## src/rtl/vc_flit_buffer_cr.sv

```systemverilog
// vc_flit_buffer_cr: V circular flit FIFOs sharing one B*V-entry memory,
// with per-VC credits, occupancy flags and an optional speculative read port.
module vc_flit_buffer_cr #(
  parameter int    V      = 4,
  parameter int    B      = 4,
  parameter int    Fpay   = 32,
  parameter string SSA_EN = "NO",
  parameter int    AF_TH  = 1,
  localparam int   Fw     = 2 + V + Fpay,
  localparam int   Dw     = $clog2(B + 1)
) (
  input  logic            clk,
  input  logic            reset,
  input  logic [Fw-1:0]   din,
  input  logic [V-1:0]    vc_num_wr,
  input  logic            wr_en,
  input  logic [V-1:0]    vc_num_rd,
  input  logic            rd_en,
  input  logic [V-1:0]    ssa_rd,
  output logic [Fw-1:0]   dout,
  output logic            dout_valid,
  output logic [V-1:0]    vc_not_empty,
  output logic [V-1:0]    vc_full,
  output logic [V-1:0]    vc_almost_full,
  output logic [V*Dw-1:0] vc_occupancy,
  output logic [V-1:0]    credit_out,
  output logic            err_overflow,
  output logic            err_underflow
);
  localparam int Pw = $clog2(B);
  localparam int Vw = (V > 1) ? $clog2(V) : 1;
  localparam int Aw = Vw + Pw;
  localparam logic [Dw-1:0] FULL = Dw'(B);
  localparam bit SSA_ON = (SSA_EN == "YES");

  logic [Fw-1:0] mem_q [V*B];
  logic [Pw-1:0] wr_ptr_q [V];
  logic [Pw-1:0] rd_ptr_q [V];
  logic [Dw-1:0] cnt_q [V];
  logic [Fw-1:0] dout_q;
  logic          dout_valid_q;
  logic [V-1:0]  credit_q;
  logic          ovf_q;
  logic          udf_q;

  logic [Vw-1:0] wr_idx;
  logic [Vw-1:0] rd_idx;
  logic [V-1:0]  rd_vec;
  logic [V-1:0]  inc;
  logic [V-1:0]  dec;
  logic          rd_req;
  logic          push;
  logic          pop;
  logic          wr_err;
  logic          rd_err;
  logic [Aw-1:0] wr_addr;
  logic [Aw-1:0] rd_addr;

  always_comb begin
    wr_idx = '0;
    rd_idx = '0;
    rd_req = rd_en | (SSA_ON & (|ssa_rd));
    rd_vec = rd_en ? vc_num_rd : (SSA_ON ? ssa_rd : '0);
    for (int i = 0; i < V; i++) begin
      if (vc_num_wr[i]) wr_idx = Vw'(i);
      if (rd_vec[i]) rd_idx = Vw'(i);
    end
    pop = rd_req && $onehot(rd_vec) && (cnt_q[rd_idx] != '0);
    rd_err = rd_req && !pop;
    // a pop on the same VC frees a slot first, so a full VC still accepts
    push = wr_en && $onehot(vc_num_wr) &&
           ((cnt_q[wr_idx] != FULL) || (pop && (rd_idx == wr_idx)));
    wr_err = wr_en && !push;
    wr_addr = {wr_idx, wr_ptr_q[wr_idx]};
    rd_addr = {rd_idx, rd_ptr_q[rd_idx]};
    inc = vc_num_wr & {V{push}};
    dec = rd_vec & {V{pop}};
  end

  always_ff @(posedge clk) begin
    if (!reset && push) mem_q[wr_addr] <= din;
  end

  always_ff @(posedge clk) begin
    if (reset) begin
      for (int i = 0; i < V; i++) begin
        wr_ptr_q[i] <= '0;
        rd_ptr_q[i] <= '0;
        cnt_q[i]    <= '0;
      end
      dout_q       <= '0;
      dout_valid_q <= 1'b0;
      credit_q     <= '0;
      ovf_q        <= 1'b0;
      udf_q        <= 1'b0;
    end else begin
      if (push) wr_ptr_q[wr_idx] <= wr_ptr_q[wr_idx] + Pw'(1);
      if (pop) begin
        rd_ptr_q[rd_idx] <= rd_ptr_q[rd_idx] + Pw'(1);
        dout_q           <= mem_q[rd_addr];
      end
      dout_valid_q <= pop;
      credit_q     <= dec;
      for (int i = 0; i < V; i++) begin
        unique case ({inc[i], dec[i]})
          2'b10:   cnt_q[i] <= cnt_q[i] + Dw'(1);
          2'b01:   cnt_q[i] <= cnt_q[i] - Dw'(1);
          default: cnt_q[i] <= cnt_q[i];
        endcase
      end
      ovf_q <= ovf_q | wr_err;
      udf_q <= udf_q | rd_err;
    end
  end

  always_comb begin
    vc_not_empty   = '0;
    vc_full        = '0;
    vc_almost_full = '0;
    vc_occupancy   = '0;
    for (int i = 0; i < V; i++) begin
      vc_not_empty[i]          = cnt_q[i] != '0;
      vc_full[i]               = cnt_q[i] == FULL;
      vc_almost_full[i]        = (B - int'(cnt_q[i])) <= AF_TH;
      vc_occupancy[i*Dw +: Dw] = cnt_q[i];
    end
  end

  assign dout          = dout_q;
  assign dout_valid    = dout_valid_q;
  assign credit_out    = credit_q;
  assign err_overflow  = ovf_q;
  assign err_underflow = udf_q;

endmodule

```

## config.mk

```make
export PLATFORM = sky130hd
export DESIGN_NAME = vc_flit_buffer_cr
export DESIGN_NICKNAME = d
export VERILOG_FILES = /design/src/rtl/vc_flit_buffer_cr.sv
export SDC_FILE = /design/constraint.sdc
export NUM_CORES = 1
export LEC_CHECK = 0
export BUFFER_PORTS_ARGS = -buffer_cell sky130_fd_sc_hd__buf_2
export CORE_ASPECT_RATIO = 1.25
export CORE_MARGIN = 2
export CORE_UTILIZATION = 55
export DETAILED_ROUTE_END_ITERATION = 12
export PLACE_DENSITY = 0.76
export REMOVE_ABC_BUFFERS = 1
export SETUP_SLACK_MARGIN = 0.02
export SLEW_MARGIN = 20
export SYNTH_ARGS = -nofsm -noshare
export SYNTH_HDL_FRONTEND = slang
export SYNTH_SLANG_ARGS = --single-unit
export TNS_END_PERCENT = 50
```

## constraint.sdc

```tcl
create_clock -name clk -period 23.1 [get_ports clk]
set_input_delay 5.775 -clock clk [delete_from_list [all_inputs] [get_ports clk]]
set_output_delay 5.775 -clock clk [all_outputs]
set_load 0.01 [all_outputs]
```

* Word-level counts from Yosys, hierarchy flattened
Memory sizes are Yosys's and may differ from the RTL's. A register that Yosys moved wholly into a read port is not among the register bits.
Index checks and enable logic that the tools add are counted.
** Storage, ports and cells
- Bits in registers :: 7
- Bits in writable memories :: 636
- Input bits :: 54
- Output and inout port bits :: 69
- Word-level logic and storage cells :: 158
- Memories kept :: 4
** Cells by class
- $add $sub $neg :: 20
- Order comparisons :: 4
- Equality and inequality tests :: 16
- Muxes and demuxes :: 71
- Bitwise operators :: 16
- Reduce and logical (&&, ||, !) cells :: 23
** Memory list
- mem_q :: words 16, width 38, read ports 1, clocked after memory_dff 1, write ports 1, line 36 : logic [Fw-1:0] mem_q [V*B];
- cnt_q :: words 4, width 3, read ports 6, clocked after memory_dff 0, write ports 4, line 39 : logic [Dw-1:0] cnt_q [V];
- rd_ptr_q :: words 4, width 2, read ports 1, clocked after memory_dff 0, write ports 4, line 38 : logic [Pw-1:0] rd_ptr_q [V];
- wr_ptr_q :: words 4, width 2, read ports 1, clocked after memory_dff 0, write ports 4, line 37 : logic [Pw-1:0] wr_ptr_q [V];
** Operators by type and width (number)
- 1-bit two-way mux :: 50
- 3-bit two-way mux :: 12
- 4-bit by 2-bit less-or-equal comparator with 1-bit output (second input constant) :: 4
- 2-bit two-way mux :: 8
- 3-bit by 3-bit subtractor with 4-bit output (first input constant) :: 4
- 3-bit nonzero test :: 5
- 1-bit bitwise OR :: 14
- 3-bit by 1-bit adder with 3-bit output (second input constant) :: 4
- 3-bit equality test (second input constant) :: 4
- 2-bit OR reduction :: 6
- 3-bit by 1-bit subtractor with 3-bit output (second input constant) :: 4
- 1-bit by 1-bit adder with 2-bit output :: 4
- 4-bit AND :: 2
- 2-bit by 1-bit equality test with 1-bit output (second input constant) :: 4
- 2-bit equality test (second input constant) :: 4
- 1-bit logical AND :: 8
- 2-bit by 2-bit adder with 3-bit output :: 2
- 3-bit by 1-bit equality test with 1-bit output (second input constant) :: 2
- 2-bit by 1-bit adder with 2-bit output (second input constant) :: 2
- 4-bit two-way mux :: 1
- 1-bit logical NOT :: 3
- 3-bit != test (second input constant) :: 1
- 2-bit equality test :: 1
- 1-bit logical OR :: 1

* Logic depth before layout (Yosys ltp)
An unclocked memory read counts as a cell.
- Word-level depth :: 18
- Depth in mapped cells :: 22
- Mapped depth without buffers :: 19

* Worst setup path after synthesis
No wires, ideal clock.
- Path type :: in2reg
- Start point :: in vc_num_rd[3]
- End point :: mem mem_q[0][0] (netlist name) (enable)
- Library setup time :: 0.528 ns
- Arrival :: 12.308 ns
- Data required time :: 22.572 ns
- Setup slack :: 10.264 ns
- Stages on the path :: 15
- Buffers on the path :: 3
- Cell sequence :: buf_6 clkbuf_1 nand2_1 inv_1 fa_1 ha_1 ha_1 nand4bb_1 nor2_1 o211ai_1 and2_1 o32ai_1 nand4_1 buf_2 nor4_1
** On the way
- Longest elaborated chain between the ends :: 12
- Elaborated cells between the ends (all ways) :: 16
- Those cells by class :: 2 x add/sub; 2 x eq/ne; 4 x mux; 7 x reduce/logical; 1 x memory
** Ends and longest elaborated chain
- start, declared :: line 17 : input logic [V-1:0] vc_num_rd,
- 4-bit two-way mux (*) :: line 63 : rd_vec = rd_en ? vc_num_rd : (SSA_ON ? ssa_rd : '0);
- 1-bit by 1-bit adder with 2-bit output (implied by the code) :: line 68 : pop = rd_req && $onehot(rd_vec) && (cnt_q[rd_idx] != '0);
- 2-bit by 2-bit adder with 3-bit output (implied by the code) :: line 68
- 3-bit by 1-bit equality test with 1-bit output :: line 68
- 1-bit logical AND (2 in a row) :: line 68
- 1-bit logical AND (*) :: line 72 : ((cnt_q[wr_idx] != FULL) || (pop && (rd_idx == wr_idx)));
- 1-bit logical OR (*) :: line 72
- 1-bit logical AND (*) :: line 71 : push = wr_en && $onehot(vc_num_wr) &&
- 1-bit logical AND (*) :: line 81 : if (!reset && push) mem_q[wr_addr] <= din;
- 1-bit two-way mux (*) :: line 81
- 1-bit two-way mux (implied by the code) (*) :: line 81
- end, declared :: line 36
Every way passes the cells marked *; elsewhere a longest branch is shown, timed or not.

* Final worst setup path
- Start point :: in rd_en
- End point :: mem mem_q[1][33] (netlist name) (enable)
** On the way
- Longest elaborated chain between the ends :: 13
- Elaborated cells between the ends (all ways) :: 19
- Those cells by class :: 3 x add/sub; 2 x eq/ne; 6 x mux; 7 x reduce/logical; 1 x memory
** Ends and longest elaborated chain
- start, declared :: line 18 : input logic rd_en,
- 4-bit two-way mux :: line 63
- 1-bit two-way mux :: line 66 : if (rd_vec[i]) rd_idx = Vw'(i);
- 2-bit two-way mux (2 in a row) :: line 66
- memory 4 x 3 bit
- 3-bit nonzero test :: line 68
- 1-bit logical AND :: line 68
- 1-bit logical AND (*) :: line 72
- 1-bit logical OR (*) :: line 72
- 1-bit logical AND (*) :: line 71
- 1-bit logical AND (*) :: line 81
- 1-bit two-way mux (*) :: line 81
- 1-bit two-way mux (implied by the code) (*) :: line 81
Marked as above.

==> reports/metrics.csv <==
metric;value;unit
status;finished clean;
initial antenna violation count;1;
H-tree depth;2;
Max Fclk;98.82;MHz
Leak;10.45;nW
Final Cycle Share;0.4380;
mux contribution to synthesized area;0.05704;
Max Cap Violations;0;
Synth Area in Compound Gates;0.08258;
most numerous cell in the Yosys netlist;edfxtp_1;
R2R Path Start;cnt_q[2][0]$_SDFFCE_PN0P_;
Reg2Reg Depth;14;
Filler Cells Inserted;3431;
worst hold slack;0.4673;ns
drt first pass iters;5;
Crit path required time;23.35;ns
Synth area leader;edfxtp_1;
critical path class;in -> reg;
Final Power;2.548;mW
total number of vias;16310;
IO buf count;118;
Critical Path Sink Type;flip-flop;
Die Width;202.3;um
first-pass GRT wire length;94.84;mm
top cells by count, synth;edfxtp_1 (636), nand2_1 (275), nand3_1 (93);
post-synthesis sequential area ratio;0.7395;
first-iteration detailed-routing DRC count;1744;
io pins;123;
Hold Crit Class;reg -> reg;
Distinct cells, synth;55;
Starting Density;0.5586;
RSZ-0062 raised after global routing;false;
die area;50970;um2
CP Max Fanout;35;
hold path depth;2;
Slew Limit Headroom;0.2423;
Yosys warning count;0;
post-route ant nets;0;
Clock Latency Late Sink;0.62;ns
Simple-Gate Fraction of Synth Area;0.07929;
Final min period;10.12;ns
Util after Layout;0.6269;
CTS Buffer Depth;3;
final wirelength;63.40;mm
core area;48420;um2
worst slew pin tran;1.113;ns
Yosys top cell area share;0.7061;
gpl congestion;0.8265;
Synth Instances;1788;
cts repair resizes;0;
num rows;90;
final setup violation count;0;
Root Driver;clkbuf_16;
Synth area leaders;edfxtp_1 (71%), nand2_1 (3.8%), mux4_2 (3.4%), dfxtp_1 (3.3%), a22oi_1 (2.2%);
area added between synthesis and finish;12.24;%
Reg2Reg Capture Point;cnt_q[0][2]$_SDFFCE_PN0P_;
largest family of logic cells by synthesized area;compound AO/OA/AOI/OAI gates;
Avg Cell Area, Syn;15.13;um2
CTS clock-pin slew for the worst setup and hold paths;0.06;ns
startpoint types;primary input;
PD cells;83.95;nW/um2
final count of pins violating max slew;0;
Final Skew;0.01374;ns
hold buffer count at CTS;0;
Congestion Overflow GR;0;
worst hold endpoint;dout[33]$_SDFFE_PP0N_;
Mapped Area;27050;um2
largest net degree at the start of global routing;168;
Max rail drop VDD;0.00006723;V
# DRC;0;
vias per std cell;6.312;
WP data arrival;10.37;ns
layout cells sized above 1;0.1686;
hold wc startpoint;dout[33]$_SDFFE_PP0N_;
# nets final;1974;
Final Hold Fails;0;
DP HPWL;31.90;mm
Tot GR Track Use;0.2476;
Die Height;251.9;um
setup bufs post-CTS;0;
adder-cell share of the synthesized area;0.01665;
post-synthesis xor/xnor area fraction;0.002267;
Post-synth EDFFs;636;
register bit total from synthesis;681;
setup slack, reg-to-reg;19.38;ns
Fin Setup TNS;0;ns
Sinks on Clock Net;681;
vias in the first global route;16310;
DR WL/cell;24.54;um
CTS tree;done;
main flop type after synthesis;edfxtp_1;
total CTS buffers;61;
asr flop ratio synth;0;
[area by class of cell]
cell class                 instances  area [um2]  share of cell area
sequential                       681       20000              0.6588
multi-input combinational        956        6573              0.2165
clock buffer                      88        1738             0.05725
timing repair buffer             152       858.3             0.02827
tap                              644       805.8             0.02654
clock inverter                    27       249.0            0.008202
inverter                          35       131.4            0.004328
antenna                            1       2.502          0.00008243
[critical path, cell delays in order]
cell and delay, ns:
buf_2 0.30, nand2_1 0.24, inv_1 0.16, fa_1 0.44, ha_1 0.20, ha_1 0.28, nand4bb_1 0.23, nor2_1 0.16
o211ai_1 0.23, and2_1 0.30, o32ai_1 0.34, nand4_1 0.21, buf_4 0.28, nor4_2 0.51, buf_4 0.68
[state kept, by name (all words and copies together), names as in the netlist]
register	flops
err_overflow	1
rd_ptr_q	8
cnt_q	12
credit_out	4
wr_ptr_q	8
mem_q	608
dout_valid	1
dout	38
err_underflow	1
[metal layers]
| metal | GRT usage | vias to the layer above | part of all wire |
|---|---|---|---|
| met1 | 0.3207 | 8133 | 0.38 |
| met5 | 0 | - | 0 |
| li1 | - | 7101 | - |
| met3 | 0.03785 | 166 | 0.091 |
| met2 | 0.4158 | 911 | 0.49 |
| met4 | 0.1143 | 0 | 0.039 |
[layout by cell type (no fill, tap or decap), types with 5 or more instances in the layout]
master      synthesis  final
mux4_2             41     41
dfxtp_1            45     45
o31ai_1             7      7
nor4_1             10      5
buf_4               0     33
ha_1               28     28
clkinv_1            1      6
nor2b_1            11     10
a221oi_1           38     38
nand2_1           275    275
o21ai_1             7      7
o211ai_1           33     33
a31oi_1            30     30
mux2_2              7      7
o22ai_1            10     10
nor3_2              0      5
fa_1                5      5
clkinv_2            0     11
clkbuf_8            0     11
mux2i_1            54     52
nor4_2              0      5
clkbuf_1           88     16
a21oi_1            63     63
a22oi_1            80     80
nor3_1             26     21
o21ai_0            21     21
a211oi_1            7      7
edfxtp_1          636    636
clkinvlp_4          0      5
nand3_1            93     92
clkbuf_16           0     61
nor2_1             50     48
buf_2              14    118
inv_1              33     33
[where the power goes]
part / internal (mW) / leakage [nW] / switching, mW
registers: 1.36 / 6.12 / 0.00630
clock network: 0.566 / 0.967 / 0.434
logic: 0.0605 / 3.36 / 0.124
[worst max-delay path by stage]
stage                 start                     end  slack (ns)  cells after the start
3_5_place_dp          rd_en  mem_q[1][34]$_DFFE_PP_       12.45                     15
5_1_grt               rd_en  mem_q[1][22]$_DFFE_PP_       12.64                     15
4_1_cts               rd_en  mem_q[3][26]$_DFFE_PP_       13.06                     15
3_3_place_gp          rd_en  mem_q[1][34]$_DFFE_PP_       12.57                     15
6_report              rd_en  mem_q[1][33]$_DFFE_PP_       12.98                     15
2_1_floorplan  vc_num_rd[1]   mem_q[0][0]$_DFFE_PP_        9.74                      7
[kinds of logic after synthesis]
family	count (synthesis)
multiplexers	102
adder cells (fa/ha/maj)	33
XOR/XNOR	7
AND/OR/NAND/NOR	493
AO/OA/AOI/OAI	321
flip-flops	681
buffers and inverters	151
[stage by stage]
stage	instances	instance area (um2)	setup WS, ns
6_report	2584	30360	12.98
5_1_grt	2584	30360	12.64
4_1_cts	2583	30350	13.06
3_5_place_dp	2468	28360	12.45
3_3_place_gp	2468	28360	12.57
2_1_floorplan	1672	26560	9.738
Power figures use the tool's default switching activity.
